--- src/rtl/mem_if_pkg.sv ---
// Shared types and defaults for the IO-controller / memory-responder command interface.
package mem_if_pkg;

    localparam int MEM_ADDR_W = 25;
    localparam int MEM_DATA_W = 16;

    typedef enum logic [1:0] {
        MODE_CLEAR = 2'b00,
        MODE_READ  = 2'b01,
        MODE_WRITE = 2'b10,
        MODE_IDLE  = 2'b11
    } mode_e;

    typedef enum logic [2:0] {
        IDLE      = 3'd0,
        ISSUE     = 3'd1,
        WAIT      = 3'd2,
        CLR_ISSUE = 3'd3,
        CLR_WAIT  = 3'd4
    } resp_state_e;

endpackage

--- src/rtl/mem_edge_detect.sv ---
// Registered edge/change detector. The history register follows the input even during
// reset, and events stay masked until the first clock after reset, so reset never fires one.
module mem_edge_detect #(
    parameter int   W         = 1,
    parameter logic RISE_ONLY = 1'b1
) (
    input  logic         clk,
    input  logic         rst,
    input  logic [W-1:0] i_d,
    output logic         o_evt
);

    logic [W-1:0] r_prev;
    logic         r_armed;

    always_ff @(posedge clk) begin
        r_prev <= i_d;
    end

    always_ff @(posedge clk or posedge rst) begin
        if (rst) begin
            r_armed <= 1'b0;
        end else begin
            r_armed <= 1'b1;
        end
    end

    // RISE_ONLY looks at bit 0 only; otherwise any change of the whole vector is an event.
    assign o_evt = r_armed & (RISE_ONLY ? (i_d[0] & ~r_prev[0]) : (i_d != r_prev));

endmodule

--- src/rtl/mem_cmd_responder.sv ---
// Memory-side command responder: turns io_done/mode commands into req/ack device accesses.
// Optional device-ack timeout with sticky err is built when MEM_RESP_TIMEOUT_EN is defined.
//
// Device handshake: dev_req is raised with dev_we/dev_addr/dev_wdata and all four are held
// stable until the device returns a one-cycle dev_ack; read data is taken in the ack cycle.
module mem_cmd_responder
    import mem_if_pkg::*;
#(
    parameter int ADDR_W      = MEM_ADDR_W,
    parameter int DATA_W      = MEM_DATA_W,
    parameter int CLEAR_WORDS = 1024
`ifdef MEM_RESP_TIMEOUT_EN
    , parameter int TIMEOUT_CYC = 255
`endif
) (
    input  logic              clk,
    input  logic              rst,
    input  logic [1:0]        mode,
    input  logic              io_done,
    input  logic [ADDR_W-1:0] mem_addr,
    input  logic [DATA_W-1:0] io_data_in,
    output logic              mem_done,
    output logic [DATA_W-1:0] mem_out,
    output logic              dev_req,
    output logic              dev_we,
    output logic [ADDR_W-1:0] dev_addr,
    output logic [DATA_W-1:0] dev_wdata,
    input  logic [DATA_W-1:0] dev_rdata,
    input  logic              dev_ack,
    output logic              err,
    output resp_state_e       dbg_state
);

    localparam int CNT_W = $clog2(CLEAR_WORDS) + 1;

    resp_state_e       r_state;
    logic              r_mem_done;
    logic [DATA_W-1:0] r_mem_out;
    logic              r_dev_req;
    logic              r_dev_we;
    logic [ADDR_W-1:0] r_dev_addr;
    logic [DATA_W-1:0] r_dev_wdata;
    logic [CNT_W-1:0]  r_clr_cnt;

    logic w_io_rise;
    logic w_mode_chg;
    logic w_clr_trig;
    logic w_cmd_trig;
    logic w_timeout;

    mem_edge_detect #(.W(1), .RISE_ONLY(1'b1)) u_io_edge (
        .clk   (clk),
        .rst   (rst),
        .i_d   (io_done),
        .o_evt (w_io_rise)
    );

    mem_edge_detect #(.W(2), .RISE_ONLY(1'b0)) u_mode_edge (
        .clk   (clk),
        .rst   (rst),
        .i_d   (mode),
        .o_evt (w_mode_chg)
    );

    assign w_clr_trig = w_mode_chg && (mode == MODE_CLEAR);
    assign w_cmd_trig = w_io_rise && ((mode == MODE_READ) || (mode == MODE_WRITE));

`ifdef MEM_RESP_TIMEOUT_EN
    localparam int TO_W = $clog2(TIMEOUT_CYC + 1);

    logic [TO_W-1:0] r_to_cnt;
    logic            r_err;
    logic            w_waiting;

    assign w_waiting = (r_state == WAIT) || (r_state == CLR_WAIT);
    assign w_timeout = w_waiting && !dev_ack && (r_to_cnt == TO_W'(TIMEOUT_CYC - 1));

    always_ff @(posedge clk or posedge rst) begin
        if (rst) begin
            r_to_cnt <= '0;
            r_err    <= 1'b0;
        end else begin
            if (w_waiting && !dev_ack) begin
                r_to_cnt <= r_to_cnt + TO_W'(1);
            end else begin
                r_to_cnt <= '0;
            end
            if (w_timeout) begin
                r_err <= 1'b1;
            end
        end
    end

    assign err = r_err;
`else
    assign w_timeout = 1'b0;
    assign err       = 1'b0;
`endif

    always_ff @(posedge clk or posedge rst) begin
        if (rst) begin
            r_state     <= IDLE;
            r_mem_done  <= 1'b1;
            r_mem_out   <= '0;
            r_dev_req   <= 1'b0;
            r_dev_we    <= 1'b0;
            r_dev_addr  <= '0;
            r_dev_wdata <= '0;
            r_clr_cnt   <= '0;
        end else begin
            case (r_state)
                IDLE: begin
                    // Clear wins over a simultaneous io_done edge.
                    if (w_clr_trig) begin
                        r_state    <= CLR_ISSUE;
                        r_clr_cnt  <= '0;
                        r_mem_done <= 1'b0;
                    end else if (w_cmd_trig) begin
                        r_state     <= ISSUE;
                        r_dev_we    <= (mode == MODE_WRITE);
                        r_dev_addr  <= mem_addr;
                        r_dev_wdata <= io_data_in;
                        r_mem_done  <= 1'b0;
                    end
                end
                ISSUE: begin
                    r_dev_req <= 1'b1;
                    r_state   <= WAIT;
                end
                WAIT: begin
                    if (dev_ack) begin
                        r_dev_req  <= 1'b0;
                        r_mem_done <= 1'b1;
                        r_state    <= IDLE;
                        if (!r_dev_we) begin
                            r_mem_out <= dev_rdata;
                        end
                    end else if (w_timeout) begin
                        r_dev_req  <= 1'b0;
                        r_mem_done <= 1'b1;
                        r_state    <= IDLE;
                    end
                end
                CLR_ISSUE: begin
                    r_dev_req   <= 1'b1;
                    r_dev_we    <= 1'b1;
                    r_dev_addr  <= ADDR_W'(r_clr_cnt);
                    r_dev_wdata <= '0;
                    r_state     <= CLR_WAIT;
                end
                CLR_WAIT: begin
                    if (dev_ack) begin
                        r_dev_req <= 1'b0;
                        if (r_clr_cnt == CNT_W'(CLEAR_WORDS - 1)) begin
                            r_mem_out  <= '0;
                            r_mem_done <= 1'b1;
                            r_state    <= IDLE;
                        end else begin
                            r_clr_cnt <= r_clr_cnt + CNT_W'(1);
                            r_state   <= CLR_ISSUE;
                        end
                    end else if (w_timeout) begin
                        r_dev_req  <= 1'b0;
                        r_mem_done <= 1'b1;
                        r_state    <= IDLE;
                    end
                end
                default: begin
                    r_dev_req  <= 1'b0;
                    r_mem_done <= 1'b1;
                    r_state    <= IDLE;
                end
            endcase
        end
    end

    assign mem_done  = r_mem_done;
    assign mem_out   = r_mem_out;
    assign dev_req   = r_dev_req;
    assign dev_we    = r_dev_we;
    assign dev_addr  = r_dev_addr;
    assign dev_wdata = r_dev_wdata;
    assign dbg_state = r_state;

endmodule
--- config.mk ---
export PLATFORM = sky130hd
export DESIGN_NAME = mem_cmd_responder
export DESIGN_NICKNAME = d
export VERILOG_FILES = /design/src/rtl/mem_if_pkg.sv /design/src/rtl/mem_edge_detect.sv /design/src/rtl/mem_cmd_responder.sv
export SDC_FILE = /design/constraint.sdc
export NUM_CORES = 1
export LEC_CHECK = 0
export BUFFER_PORTS_ARGS = -buffer_cell sky130_fd_sc_hd__buf_2
export CORE_MARGIN = 4
export CORE_UTILIZATION = 49
export CTS_CLUSTER_DIAMETER = 40
export DETAILED_ROUTE_END_ITERATION = 16
export PLACE_DENSITY = 0.83
export SLEW_MARGIN = 40
export SYNTH_ARGS = -nofsm -noshare
export SYNTH_HDL_FRONTEND = slang
export SYNTH_SLANG_ARGS = --single-unit
export TNS_END_PERCENT = 50
--- constraint.sdc ---
create_clock -name clk -period 2.72 [get_ports clk]
set_input_delay 0.272 -clock clk [delete_from_list [all_inputs] [get_ports clk]]
set_output_delay 0.272 -clock clk [all_outputs]
set_load 0.02 [all_outputs]
==> flow_summary.rst, run 1 <==
.. list-table::
   :header-rows: 1

   * - Metric
     - Value
   * - DRT antenna net count
     - 0
   * - Kind of end point of the critical path
     - flip-flop
   * - Number of H-tree levels
     - 3
   * - Mean number of vias per cell
     - 5.391
   * - Width of the chip
     - roughly 90 um
   * - Buffer type at the clock tree root
     - clkbuf_8
   * - Via count
     - 3046
   * - Worst-path clk slew
     - 0.08 ns
   * - Number of antenna cells inserted
     - 0
   * - Post-synth top cells
     - 74 x dfrtp_1, 48 x nand2_1, 34 x nand3_1
   * - Share of the synthesized area in the top cell type
     - between 50% and 60%
   * - Synth async-reset ratio
     - between 90 and 100%
   * - #FFs+latches synth
     - 78
   * - Class of the tightest hold or removal check
     - input port to async pin
   * - Number of antenna violations at the first check in global routing
     - 0
   * - Max-cap viol count
     - 0
   * - Count of mapped cells out of synthesis
     - 341
   * - Number of core rows
     - 30
   * - Average cell area after synthesis
     - 10.04 um^2
   * - Buffers plus inverters on the worst setup path
     - 0
   * - Final Cycle Share
     - 80.09%
   * - Setup violators final
     - 0
   * - Drt first pass iters
     - 4
   * - Startpoint of the most critical register-to-register path
     - dbg_state[2]$_DFFE_PP0P_
   * - PortBufs
     - 125
   * - Mean routed wirelength per cell
     - between 15 and 20 um
   * - Outcome
     - complete, but fails checks
   * - Startpoint of the worst setup timing path
     - dbg_state[2]$_DFFE_PP0P_
   * - Pleak
     - 2.246 nW
   * - Sequential area share after synthesis
     - 56.62%
   * - Clock tree from TritonCTS
     - built
   * - Critical path's largest stage delay
     - ~0.56 ns
   * - Setup repair after global routing missed its margin
     - no
   * - Post-cts gate resize count
     - 0
   * - Crit-path max FO
     - 14
   * - Maximum number of pins on one net before global-route repair
     - 43
   * - Data required, critical path
     - 2.99 ns
   * - Die Area
     - 8388 um^2
   * - Period minus WS final
     - 2.178 ns
   * - Pins over their slew limit
     - 0
   * - Post-layout util
     - roughly 64%
   * - Total power per unit cell area
     - 987.0 nW/um^2
   * - Slowest stage cell on the critical path
     - dfrtp_1
   * - Total gr overflow
     - 0
   * - Global-route wire length before repair
     - ~14000 um
   * - Maximum operating frequency
     - roughly 460 MHz
   * - Total routing usage reported by global routing
     - around a fifth
   * - Cell type contributing the most total cell area after synthesis
     - dfrtp_1
   * - Transition time at the pin with the least slew margin
     - 0.7287 ns
   * - Clock buffer count from CTS
     - 9
   * - Sort of element at the start of the critical path
     - flip-flop
   * - Wire length after detailed routing
     - 8568 um
   * - Yosys warning count
     - 0
   * - Share of layout cells above drive strength 1
     - 33.90%
   * - Number of distinct standard cells referenced by the synthesized netlist
     - 47
   * - Count of final hold-check violations
     - 33
   * - Max IR drop VDD
     - 0.5380 mV
   * - I/O pins
     - 127
   * - Post-CTS Repair Setup Buffers
     - 0
   * - Syn_nets
     - between 400 and 500
   * - Worst hold slack across all endpoints
     - -0.03023 ns
   * - Worst setup slack for register-to-register paths
     - 0.54 ns
   * - Starting DRT DRC Count
     - 163
   * - Cell area after technology mapping
     - 3423 um^2
   * - GP Congestion
     - 0.8855
   * - CTS sink count
     - 78
   * - Setup TNS after final layout
     - 0 ns
   * - Number of enable-type register cells in the synthesized netlist
     - 0
   * - Placeable core region
     - slightly below 7000 um^2
   * - Number of global-route vias before repair
     - 2975
   * - Growth of design area from synthesis to finish
     - 27.27%
   * - Violated checks
     - negative hold slack
   * - Most frequent cell after synthesis
     - dfrtp_1
   * - Buffers from clock root to sink, at most
     - 2
   * - Final Net Count
     - 530
   * - Die Y-Extent
     - just over 90 um
   * - Max transition margin
     - 51.37%
   * - Synth top area cells
     - dfrtp_1 54%, nand2_1 5.3%, nand3_1 5.0%
   * - Post-CTS Hold Fix Bufs
     - 0
   * - Cell family contributing the most delay on the critical path
     - simple AND/OR/NAND/NOR gates
   * - HPWL after detailed placement
     - about 6300 um
   * - Worst Path Arrival
     - approximately 2.5 ns
   * - Remaining design rule violation count
     - 0
   * - Ordered list of cells on the worst path
     - or3b_4 -> or4_1 -> or4b_1 -> nand2_1
   * - Most used flip-flop cell after synthesis
     - dfrtp_1
   * - Clock Skews
     - 0.009598 ns
   * - Type of the worst setup path
     - flip-flop to flip-flop
   * - Effective utilization at floorplan
     - 50.39%
   * - Worst skew pair latency
     - 0.34 ns
metal layers:
layer  global-route usage [%]  up-vias  wire length [um]
li1                         -     1446                 -
met1                    27.30     1434              3553
met2                    33.05      142              4063
met3                    5.054       24               679
met4                    9.925        0               272
met5                        0        -                 0
area by class of cell:
class / count / area, um^2
fillers: 577 / 2437
clock buffers: 11 / 131.4
flip-flops and latches: 78 / 1938
inverters: 17 / 65.06
repair buffers: 136 / 720.7
multi-input cells: 222 / 1331
well taps: 96 / 120.1
clock inverters: 5 / 50.05
sequential cells by signal, indices dropped and copies added, names as in the netlist:
register / flops
dbg_state: 3
u_io_edge.r_prev: 1
dev_addr: 25
u_mode_edge.r_prev: 2
mem_out: 16
mem_done: 1
u_mode_edge.r_armed: 1
dev_we: 1
r_clr_cnt: 11
dev_req: 1
dev_wdata: 16
cell usage in the layout (no fill, tap or decap), types with 4 or more instances in the layout:
cell type / count
buf_2: 125
dfrtp_1: 74
nand2_1: 48
nand3_1: 34
o21ai_0: 30
inv_1: 16
a22o_1: 16
nor2_1: 13
buf_4: 10
clkbuf_8: 9
mux2i_1: 8
a221oi_1: 6
clkinv_2: 5
and3_1: 5
a221o_1: 5
nor2b_1: 4
o21ai_1: 4
logic make-up after synthesis:
family,share of synthesized area [%]
other,0.2194
flip-flops,56.62
buffers and inverters,4.861
adder cells (fa/ha/maj),1.097
XOR/XNOR,0.5118
AO/OA/AOI/OAI,16.15
multiplexers,2.339
AND/OR/NAND/NOR,18.20
worst register-to-register path, delay by kind of cell (launching register included):
family,cells,cell delay [ns]
simple gates,4,1.56
flops,1,0.56
worst paths after layout:
kind | to | depth (start not counted)
max | r_clr_cnt[9]$_DFFE_PP0P_ | 4
min | dev_addr[20]$_DFFE_PP0P_ | 2
max reg2reg | r_clr_cnt[9]$_DFFE_PP0P_ | 4
min reg2reg | dev_req$_DFFE_PP0P_ | 2
max in group asynchronous | mem_done$_DFFE_PP1P_ | 3
min in group clk | u_io_edge.r_prev$_DFF_P_ | 1
per-stage QoR:
step / instance area [um^2] / worst slack, ns / hold slack (ns) / instances / total power, mW
floorplan: 3423 / 0.5397 / 0.2997 / 341 / 2.891
global placement: 4164 / 0.6007 / 0.3932 / 549 / 3.458
detailed placement: 4170 / 0.5585 / 0.3997 / 549 / 3.521
CTS: 4352 / 0.5526 / 0.04075 / 565 / 4.338
global route: 4357 / 0.3709 / 0.01644 / 565 / 4.582
finish: 4357 / 0.5416 / -0.03023 / 565 / 4.300
report_power, final:
group,internal (mW),switching [mW]
registers,1.58,0.263
logic,0.613,1.03
clock network,0.419,0.394
total,2.61,1.69
(Power assumes the default switching activity.)
==> run 2: changes to the inputs <==
Settings changed: ABC_AREA set to 1, CORE_UTILIZATION 49 to 50, PLACE_DENSITY 0.83 to 0.84.
Clock period 2.72 ns to 2.2 ns, I/O delays scaled along.
==> run 2 against run 1 <==
Compared with the run above: the run now ends clean; clock-buffer cell count shrank 1; clock skew shrank 0.0012 ns; global-route usage shrank 0.14 points; non-clock buffer count fell by 2; total power rose by 26%; first-iteration DRC count up 21%; critical endpoint is now dev_we$_DFFE_PP0P_.
==> flow_summary.rst, run 2 <==
.. list-table::
   :header-rows: 1

   * - Metric
     - Value
   * - Die Y-Extent
     - 92.51 um (+1.0%)
   * - Total routing usage reported by global routing
     - 20.86% (-0.14 points)
   * - Share of layout cells above drive strength 1
     - 28.10% (-5.8 points)
   * - Class of the tightest hold or removal check
     - input port to flip-flop
   * - Clock buffer count from CTS
     - 9 (unchanged)
   * - Setup repair after global routing missed its margin
     - no
   * - Xor and xnor fraction of the mapped netlist area
     - 1.472% (+0.96 points)
   * - Number of antenna cells inserted
     - 0 (unchanged)
   * - Width of the chip
     - 92.51 um (+1.0%)
   * - Via count
     - 3264 (+7.2%)
   * - Synth top area cells
     - dfrtp_1 52%, nand2_1 25%, nand3_1 2.7%
   * - Buffers from clock root to sink, at most
     - 2 (unchanged)
   * - Crit-path max FO
     - 43 (+29)
   * - Kind of end point of the critical path
     - flip-flop
   * - Clock share of power
     - 21.1% (+2.2 points)
   * - Switching fraction of total power
     - 42.31% (+3.1 points)
   * - Period minus WS final
     - 2.034 ns
   * - Post-CTS Repair Setup Buffers
     - 0 (unchanged)
   * - Number of H-tree levels
     - 3 (unchanged)
   * - Effective utilization at floorplan
     - 51.99% (+1.6 points)
   * - Commonest cells after routing, fill and taps aside
     - 236 x nand2_1, 125 x buf_2, 74 x dfrtp_1
   * - Relative contribution of sequential cells to total power
     - 38.0% (-4.9 points)
   * - Max transition margin
     - 63.26% (+12 points)
   * - Type of the worst setup path
     - input port to flip-flop
   * - Worst skew pair latency
     - 0.34 ns (about the same)
   * - Sort of element at the start of the critical path
     - input port
   * - Post-synth top cells
     - 236 x nand2_1, 74 x dfrtp_1, 23 x nor2_1
   * - Count of mapped cells out of synthesis
     - 447 (+31%)
   * - Post-layout util
     - 65.70% (+1.6 points)
   * - #FFs+latches synth
     - 78 (unchanged)
   * - Largest family of logic cells by synthesized area
     - simple AND/OR/NAND/NOR gates
   * - Wire length after detailed routing
     - 8850 um (+3.3%)
   * - Max IR drop VDD
     - 0.6040 mV (+12%)
   * - Total gr overflow
     - 0 (unchanged)
   * - Internal Dissipation
     - 3.127 mW (+20%)
   * - Share of cell area taken by muxes after synthesis
     - 0% (-2.3 points)
   * - Final Cycle Share
     - 92.45%
   * - Net switching power
     - 2.293 mW (+36%)
   * - Transition time at the pin with the least slew margin
     - 0.5503 ns (-0.1785 ns)
   * - Synth async-reset ratio
     - 96.15% (unchanged)
   * - Part of the power in combinational logic
     - 40.9% (+2.7 points)
   * - Post-synthesis share of cell area spent on and, or, nand and nor gates
     - 33.85% (+16 points)
   * - Maximum operating frequency
     - 491.6 MHz
   * - Sequential area share after synthesis
     - 54.27% (-2.3 points)
   * - CTS sink count
     - 78 (unchanged)
   * - Remaining design rule violation count
     - 0 (unchanged)
   * - Clock Skews
     - 0.008413 ns (-0.001185 ns)
   * - Area fraction in compound gates after synthesis
     - 3.819% (-12 points)
   * - DRT antenna net count
     - 0 (unchanged)
   * - Worst-path clk slew
     - 0.08 ns (about the same)
   * - Pleak
     - 2.633 nW (+17%)
   * - Final Net Count
     - 641 (+21%)
   * - Worst hold slack across all endpoints
     - 0.03508 ns (+0.06531 ns)
   * - Buffer type at the clock tree root
     - clkbuf_8
   * - Growth of design area from synthesis to finish
     - 26.38%
   * - Worst Path Arrival
     - 2.25 ns (-0.20 ns)
   * - Number of distinct standard cells referenced by the synthesized netlist
     - 30 (-36%)
   * - Most used flip-flop cell after synthesis
     - dfrtp_1
   * - I/O pins
     - 127 (unchanged)
   * - Clock tree from TritonCTS
     - built
   * - Average cell area after synthesis
     - 7.989 um^2 (-20%)
   * - Setup violators final
     - 0 (unchanged)
   * - Starting DRT DRC Count
     - 198 (+21%)
   * - Synth Area in Adders
     - 1.051% (-0.045 points)
   * - HPWL after detailed placement
     - 6529 um (+4.4%)
   * - Area of the multi-input gates
     - 1445 um^2 (+8.6%)
   * - Placeable core region
     - 6869 um^2 (+1.1%)
   * - Number of antenna violations at the first check in global routing
     - 0 (unchanged)
   * - PortBufs
     - 125 (unchanged)
   * - Mean routed wirelength per cell
     - 13.09 um (-14%)
   * - Yosys warning count
     - 0 (unchanged)
   * - Mean number of vias per cell
     - 4.828 (-10%)
   * - Flip-flop count of the largest register after layout
     - 25 (unchanged)
   * - Maximum number of pins on one net before global-route repair
     - 51 (+19%)
   * - Final total power
     - 5.420 mW (+26%)
   * - Pins over their slew limit
     - 0 (unchanged)
   * - Most common library cell in the layout ignoring fill and taps
     - nand2_1
   * - Syn_nets
     - 513 (+26%)
   * - Count of final hold-check violations
     - 0 (-100%)
   * - Die Area
     - 8558 um^2 (+2.0%)
   * - Outcome
     - finished, final reports clean
   * - Number of enable-type register cells in the synthesized netlist
     - 0 (unchanged)
   * - Number of global-route vias before repair
     - 3050 (+2.5%)
   * - Cell type contributing the most total cell area after synthesis
     - dfrtp_1
   * - Max-cap viol count
     - 0 (unchanged)
   * - Drt first pass iters
     - 5 (+1)
   * - GP Congestion
     - 0.8753 (-1.2%)
   * - Setup TNS after final layout
     - 0 ns (unchanged)
   * - Fill cells
     - 572 (-0.87%)
   * - Register Area
     - 1938 um^2 (unchanged)
   * - Number of core rows
     - 30 (unchanged)
   * - Share of the synthesized area in the top cell type
     - 51.86% (-2.2 points)
   * - Cell area after technology mapping
     - 3571 um^2 (+4.3%)
   * - Data required, critical path
     - 2.42 ns (-0.57 ns)
   * - Most frequent cell after synthesis
     - nand2_1
   * - Global-route wire length before repair
     - 14170 um (+0.78%)
   * - Total power per unit cell area
     - 1201 nW/um^2 (+22%)
[run 2: final timing paths]
check                                          from                            end  slack [ns]  cells after the start
max reg2reg                r_clr_cnt[0]$_DFFE_PP0P_       r_clr_cnt[6]$_DFFE_PP0P_        0.30                      8
min in group asynchronous                       rst      dev_wdata[10]$_DFFE_PP0P_        0.47                      3
max                                         mode[0]             dev_we$_DFFE_PP0P_        0.17                     12
min reg2reg                dev_addr[14]$_DFFE_PP0P_       dev_addr[14]$_DFFE_PP0P_        0.47                      2
max in group asynchronous                       rst           mem_done$_DFFE_PP1P_        1.02                      4
min                                         mode[1]  u_mode_edge.r_prev[1]$_DFF_P_        0.04                      1
[run 2: cells by family (layout without fill, tap and decap cells)]
group,Yosys count,in the layout
simple gates,294,294
flops,78,78
buf+inv,39,172
compound gates,25,25
xor+xnor,6,6
fa+ha+maj,3,3
other cells,2,2
[run 2: power groups by stage]
stage          registers, mW  logic, mW  clock network, mW
5_1_grt                 2.11       2.44               1.23
6_report                2.06       2.22               1.14
2_1_floorplan           2.55       1.07                  0
3_5_place_dp            2.08       2.21                  0
4_1_cts                 2.06       2.22               1.17
3_3_place_gp            2.07       2.15                  0
[run 2: layer usage]
| layer | GRT usage [%] | vias up | wire length [um] |
|---|---|---|---|
| met1 | 27.12 | 1492 | 3704 |
| met5 | 0 | - | 0 |
| met3 | 4.143 | 14 | 705 |
| met2 | 34.62 | 129 | 4297 |
| li1 | - | 1629 | - |
| met4 | 7.673 | 0 | 141 |
[run 2: repair_timing]
item / CTS / global route
hold endpoints to repair: 27 / 0
hold buffers: 3 / 0
setup endpoints to repair: 0 / 11
resized for setup: 0 / 1
[run 2: critical path: stages]
cell and delay [ns]:
dlygate4sd3_1 0.53, buf_2 0.12, inv_1 0.06, ha_1 0.27, nand2_1 0.05, nor2_1 0.20
nor2_1 0.10, a21oi_4 0.20, nand2_2 0.06, buf_4 0.27, nand2_1 0.09, o21ai_0 0.07
[run 2: cell type report]
class / instances / area share [%]
inverters: 22 / 1.830
repair buffers: 134 / 15.80
multi-input cells: 330 / 32.02
clock inverters: 6 / 1.913
flip-flops and latches: 78 / 42.94
well taps: 96 / 2.661
clock buffers: 10 / 2.828
[run 2: through the flow]
step / setup slack [ns] / instance area (um^2) / std cells
CTS: 0.1620 / 4511 / 676
global route: 0.003229 / 4513 / 676
finish: 0.1660 / 4513 / 676
floorplan: 0.07168 / 3571 / 447
detailed placement: 0.2659 / 4267 / 657
global placement: 0.3520 / 4267 / 657
